**src/rtl/dfg_pkg.sv**
```systemverilog
// Shared types and golden model for the double Feynman gate self-test sequencer.
// Latency: n/a (types, constants and a pure function only).
// Backpressure: n/a.
package dfg_pkg;

  typedef enum logic [2:0] {
    IDLE  = 3'd0,
    DRIVE = 3'd1,
    WAIT  = 3'd2,
    CHECK = 3'd3,
    DONE  = 3'd4
  } dfg_state_e;

  localparam int DFG_VEC_COUNT = 8;

  // Expected {p,q,r} for a gate input vector {a,b,c}: p=a, q=a^b, r=a^c.
  function automatic logic [2:0] dfg_golden(input logic [2:0] abc);
    return {abc[2], abc[2] ^ abc[1], abc[2] ^ abc[0]};
  endfunction

endpackage

```
**src/rtl/dfg_vector_sequencer.sv**
```systemverilog
// Self-test sequencer: drives all 8 {a,b,c} vectors into the gate and checks {p,q,r}.
// Latency: 2+SETTLE_CYCLES cycles per vector, done 8*(2+SETTLE_CYCLES) edges after start.
// Backpressure: none; start is ignored while busy and acts only in IDLE or DONE.
module dfg_vector_sequencer
  import dfg_pkg::*;
#(
  parameter int SETTLE_CYCLES = 1,
  parameter int ERR_W         = 4
) (
  input  logic             clk,
  input  logic             rst_n,
  input  logic             start,
  output logic             a,
  output logic             b,
  output logic             c,
  input  logic             p,
  input  logic             q,
  input  logic             r,
  output logic             busy,
  output logic             done,
  output logic             pass,
  output logic [ERR_W-1:0] err_count,
  output logic [2:0]       first_fail_vec,
  output logic             first_fail_valid
);

  // The settle counter needs at least one bit even when no settle time is used.
  localparam int CNT_W = (SETTLE_CYCLES > 0) ? $clog2(SETTLE_CYCLES + 1) : 1;
  // WAIT lasts SETTLE_CYCLES cycles, so the down-counter starts one below that.
  localparam logic [CNT_W-1:0] CNT_LOAD = CNT_W'((SETTLE_CYCLES > 0) ? SETTLE_CYCLES - 1 : 0);
  localparam logic [ERR_W-1:0] ERR_MAX  = '1;
  localparam logic [2:0]       LAST_IDX = 3'(DFG_VEC_COUNT - 1);

  dfg_state_e       r_state;
  logic [2:0]       r_idx;
  logic [CNT_W-1:0] r_cnt;
  logic [ERR_W-1:0] r_err;
  logic [2:0]       r_ffvec;
  logic             r_ffv;
  logic             r_busy;
  logic             r_done;
  logic             r_pass;

  logic             w_mismatch;
  logic [ERR_W-1:0] w_err_next;

  // Compare the gate response against the golden model; only consumed in CHECK,
  // so X or glitches on p/q/r in any other state never reach a register.
  always_comb begin
    w_mismatch = ({p, q, r} != dfg_golden(r_idx));
    w_err_next = r_err;
    if (w_mismatch && (r_err != ERR_MAX)) begin
      w_err_next = r_err + ERR_W'(1);
    end
  end

  // Sequencer FSM with registered status outputs; the vector index doubles as {a,b,c}.
  always_ff @(posedge clk or negedge rst_n) begin
    if (!rst_n) begin
      r_state <= IDLE;
      r_idx   <= 3'd0;
      r_cnt   <= '0;
      r_err   <= '0;
      r_ffvec <= 3'd0;
      r_ffv   <= 1'b0;
      r_busy  <= 1'b0;
      r_done  <= 1'b0;
      r_pass  <= 1'b0;
    end else begin
      case (r_state)
        IDLE, DONE: begin
          if (start) begin
            r_state <= DRIVE;
            r_idx   <= 3'd0;
            r_err   <= '0;
            r_ffvec <= 3'd0;
            r_ffv   <= 1'b0;
            r_busy  <= 1'b1;
            r_done  <= 1'b0;
            r_pass  <= 1'b0;
          end
        end
        DRIVE: begin
          if (SETTLE_CYCLES > 0) begin
            r_cnt   <= CNT_LOAD;
            r_state <= WAIT;
          end else begin
            r_state <= CHECK;
          end
        end
        WAIT: begin
          if (r_cnt == '0) begin
            r_state <= CHECK;
          end else begin
            r_cnt <= r_cnt - CNT_W'(1);
          end
        end
        CHECK: begin
          r_err <= w_err_next;
          if (w_mismatch && !r_ffv) begin
            r_ffvec <= r_idx;
            r_ffv   <= 1'b1;
          end
          if (r_idx == LAST_IDX) begin
            r_state <= DONE;
            r_busy  <= 1'b0;
            r_done  <= 1'b1;
            r_pass  <= (w_err_next == '0);
          end else begin
            r_idx   <= r_idx + 3'd1;
            r_state <= DRIVE;
          end
        end
        default: r_state <= IDLE;
      endcase
    end
  end

  assign a                = r_idx[2];
  assign b                = r_idx[1];
  assign c                = r_idx[0];
  assign busy             = r_busy;
  assign done             = r_done;
  assign pass             = r_pass;
  assign err_count        = r_err;
  assign first_fail_vec   = r_ffvec;
  assign first_fail_valid = r_ffv;

endmodule

```
**config.mk**
```make
export PLATFORM = sky130hd
export DESIGN_NAME = dfg_vector_sequencer
export DESIGN_NICKNAME = d
export VERILOG_FILES = /design/src/rtl/dfg_pkg.sv /design/src/rtl/dfg_vector_sequencer.sv
export SDC_FILE = /design/constraint.sdc
export NUM_CORES = 1
export LEC_CHECK = 0
export CAP_MARGIN = 10
export CORE_MARGIN = 3
export CORE_UTILIZATION = 48
export DETAILED_ROUTE_END_ITERATION = 6
export PLACE_DENSITY_LB_ADDON = 0.08
export REMOVE_ABC_BUFFERS = 1
export SYNTH_ARGS = -nofsm -noshare
export SYNTH_HDL_FRONTEND = slang
export SYNTH_SLANG_ARGS = --single-unit
```
**constraint.sdc**
```tcl
create_clock -name clk -period 2.2 [get_ports clk]
set_clock_uncertainty 0.05 [all_clocks]
set_input_delay 0.22 -clock clk [delete_from_list [all_inputs] [get_ports clk]]
set_output_delay 0.22 -clock clk [all_outputs]
set_load 0.005 [all_outputs]
```
==> flow_metrics.py <==
metrics = {
    "status": {
        "status": "finished clean",
    },
    "cts": {
        "clock_path_buffers": 2,
        "cts_hold_buf": 0,
        "cts_setup_buffers": 0,
        "cts_resized": 0,
        "cts_tree": "yes",
        "numClockSinks": 17,
        "clkTransAtPathRegs_ps": 100,
        "htreeDepth": 1,
        "root_buffer": "clkbuf_4",
        "numCtsBuffers": 3,
        "clk_latency_ps": 290,
    },
    "global_routing": {
        "grt_pass1_wl_um": 3280,
        "grt_overflow": 0,
        "antenna_found_initial": 0,
        "grt_max_degree": 18,
        "grt_pass1_vias": 754,
        "grtUsageTotal": 0.179,
    },
    "drt": {
        "ant_nets": 0,
        "wl_per_cell_um": 12.8,
        "num_vias": 774,
        "via_per_inst": 5.41,
        "first_pass_iters": 4,
        "drc_errors": 0,
        "wl_um": 1830,
        "drt_iter0_drc": 12,
    },
    "timing": {
        "rsz0062_at_grt": "false",
        "clock.fmax_ghz": 0.548,
        "setup_tns_ps": 0,
        "timing.final.crit_share": 0.829,
        "worst_pin_slew_ps": 765,
        "setup_violations": 0,
        "max_slew_margin": 0.489,
        "hold_ws_ps": 320,
        "fin_crit_ps": 1820,
        "worst_slack_ps": 376,
        "hold_viol_final": 0,
        "slew_violations": 0,
    },
    "cells_and_area": {
        "layout.filler_cells": 139,
        "final-seq-area_um2": 425,
        "multi_input_area_um2": 449,
        "final_area_um2": 1150,
        "design.final.nets": 129,
        "syn2layout_area_growth_pct": 28.9,
        "antenna_cells": 0,
        "fin_cells": 143,
        "layout-drive-gt1-share": 0.0840,
        "post-route-util": 0.707,
    },
    "yosys": {
        "ys_ff_latch": 17,
        "synthTopCellsByArea": "dfrtp_1 (48%), nand2_1 (8.4%), ha_1 (4.2%)",
        "synth_area_um2": 893,
        "yosys_warnings": 0,
        "synthAdderAreaFrac": 0.0420,
        "synthMuxAreaShare": 0.0336,
        "synth_seq_area_share": 0.476,
        "avgSynthCellArea_um2": 9.40,
        "synthCells": 95,
        "synth_top_family_by_area": "simple AND/OR/NAND/NOR gates",
        "synthXorXnorAreaFrac": 0.0294,
        "synth_cell_types": 34,
        "synth_compound_area_frac": 0.120,
        "synth_top_area_share": 0.476,
        "synth_area_leader_cell": "dfrtp_1",
        "synthSimpleGateAreaFrac": 0.277,
    },
    "die": {
        "start_util": 0.548,
        "core_um2": 1630,
        "fp.dieArea_um2": 2410,
        "die-width_um": 49.1,
        "num_rows": 14,
        "io_pins": 20,
        "die-height_um": 49.1,
    },
    "placement": {
        "placedCellCount": 139,
        "dp_hpwl_um": 1380,
        "gp_congestion": 0.851,
        "dpl_cell_area_um2": 1120,
        "pre_cts_ws_ps": 194,
        "numPortBuffers": 19,
    },
    "critical_path": {
        "cpPeakStageDelay_ps": 470,
        "critPathSlowestCell": "or4_1",
        "path_class": "flop to flop",
        "end_kind": "flop",
        "rr_endpoint": "pass",
        "crit_chain": "xnor2_1 > and3_1 > nor2_2 > or4_1 > a31oi_1",
        "startpoint_type": "flop",
        "r2r_start": "r_idx[0]",
        "cp-startpoint": "r_idx[0]",
        "worst_r2r_path_depth": 5,
        "critPathRequiredTime_ps": 2370,
        "reg2reg_slack_ps": 380,
        "worstPathArrival_ps": 1990,
        "path_max_fanout": 6,
    },
    "power": {
        "cellPowerDensity_nw_per_um2": 1290,
        "peakVddDrop_uv": 755,
        "p_leak_nw": 0.503,
        "power_mw": 1.48,
    },
    "hold_path": {
        "hold_path.class": "input pin to asynchronous set/reset pin",
    },
    "flow_run": {
        "maxCapViolations": 0,
    },
}
==> synthesized netlist by cell type <==
cell type,count
buf_4,1
nor3b_1,1
nand3_1,3
or4_1,1
xnor2_1,3
nor3_4,1
ha_1,3
nor3_2,1
nor2_1,8
and2_1,1
o32ai_1,1
dfrtp_1,17
and3_1,3
nor4_1,1
nor3_1,1
inv_1,2
nand2b_1,1
a31o_1,1
nand4_1,1
o41ai_1,1
mux2i_1,3
o21ai_0,5
a31oi_1,1
clkbuf_1,1
a21oi_1,3
o21a_1,1
nand2_1,20
a21o_1,1
o21ai_1,1
or3_1,2
a211oi_1,2
nor2_2,1
nor2b_1,1
nor4_2,1
==> worst max-delay path, delay by kind of cell (launching register included) <==
| kind | cells | cell delay [ps] |
|---|---|---|
| compound gates | 1 | 160 |
| simple gates | 3 | 770 |
| flops | 1 | 460 |
| xor+xnor | 1 | 320 |
==> flip-flops by register name, summed over array words and instances (netlist names) <==
signal            flops
busy                  1
r_state               3
first_fail_valid      1
pass                  1
done                  1
first_fail_vec        3
err_count             4
r_idx                 3
==> how the worst max path moves through the flow <==
stage	slack, ps	depth (start not counted)	endpoint
2_1_floorplan	370	5	pass
3_3_place_gp	240	6	pass
3_5_place_dp	190	6	pass
4_1_cts	360	5	pass
5_1_grt	210	5	pass
6_report	380	5	pass
==> cell type report <==
type | instances | area share
Multi-Input combinational cell | 74 | 0.390
Inverter | 2 | 0.00652
Sequential cell | 17 | 0.370
Tap cell | 24 | 0.0261
Timing Repair Buffer | 22 | 0.185
Clock buffer | 4 | 0.0228
==> logic make-up after synthesis <==
logic type | after synthesis
buffers and inverters | 4
adder cells (fa/ha/maj) | 3
AO/OA/AOI/OAI | 17
AND/OR/NAND/NOR | 48
XOR/XNOR | 3
multiplexers | 3
flip-flops | 17
==> cells in the final DEF, fill, tap and decap left out, drive strengths merged, types with 3 or more instances in the layout <==
master | Yosys | final
ha | 3 | 3
clkdlybuf4s50 | 0 | 19
mux2i | 3 | 3
and3 | 3 | 3
nor3 | 3 | 3
a21oi | 3 | 3
buf | 1 | 3
nand3 | 3 | 3
nand2 | 20 | 20
xnor2 | 3 | 3
dfrtp | 17 | 17
clkbuf | 1 | 4
o21ai | 6 | 6
nor2 | 9 | 9
==> routing by layer <==
| layer | share of wire | global-route usage |
|---|---|---|
| met1 | 0.47 | 0.218 |
| met2 | 0.47 | 0.288 |
| met3 | 0.044 | 0.0367 |
| met4 | 0.014 | 0.104 |
| met5 | 0 | 0 |
==> report_power, final <==
group,internal [mW],switching [mW]
registers,0.436,0.158
logic,0.397,0.322
clock network,0.0705,0.0974
total,0.904,0.578
No activity file was read; power rests on OpenSTA's default activity.
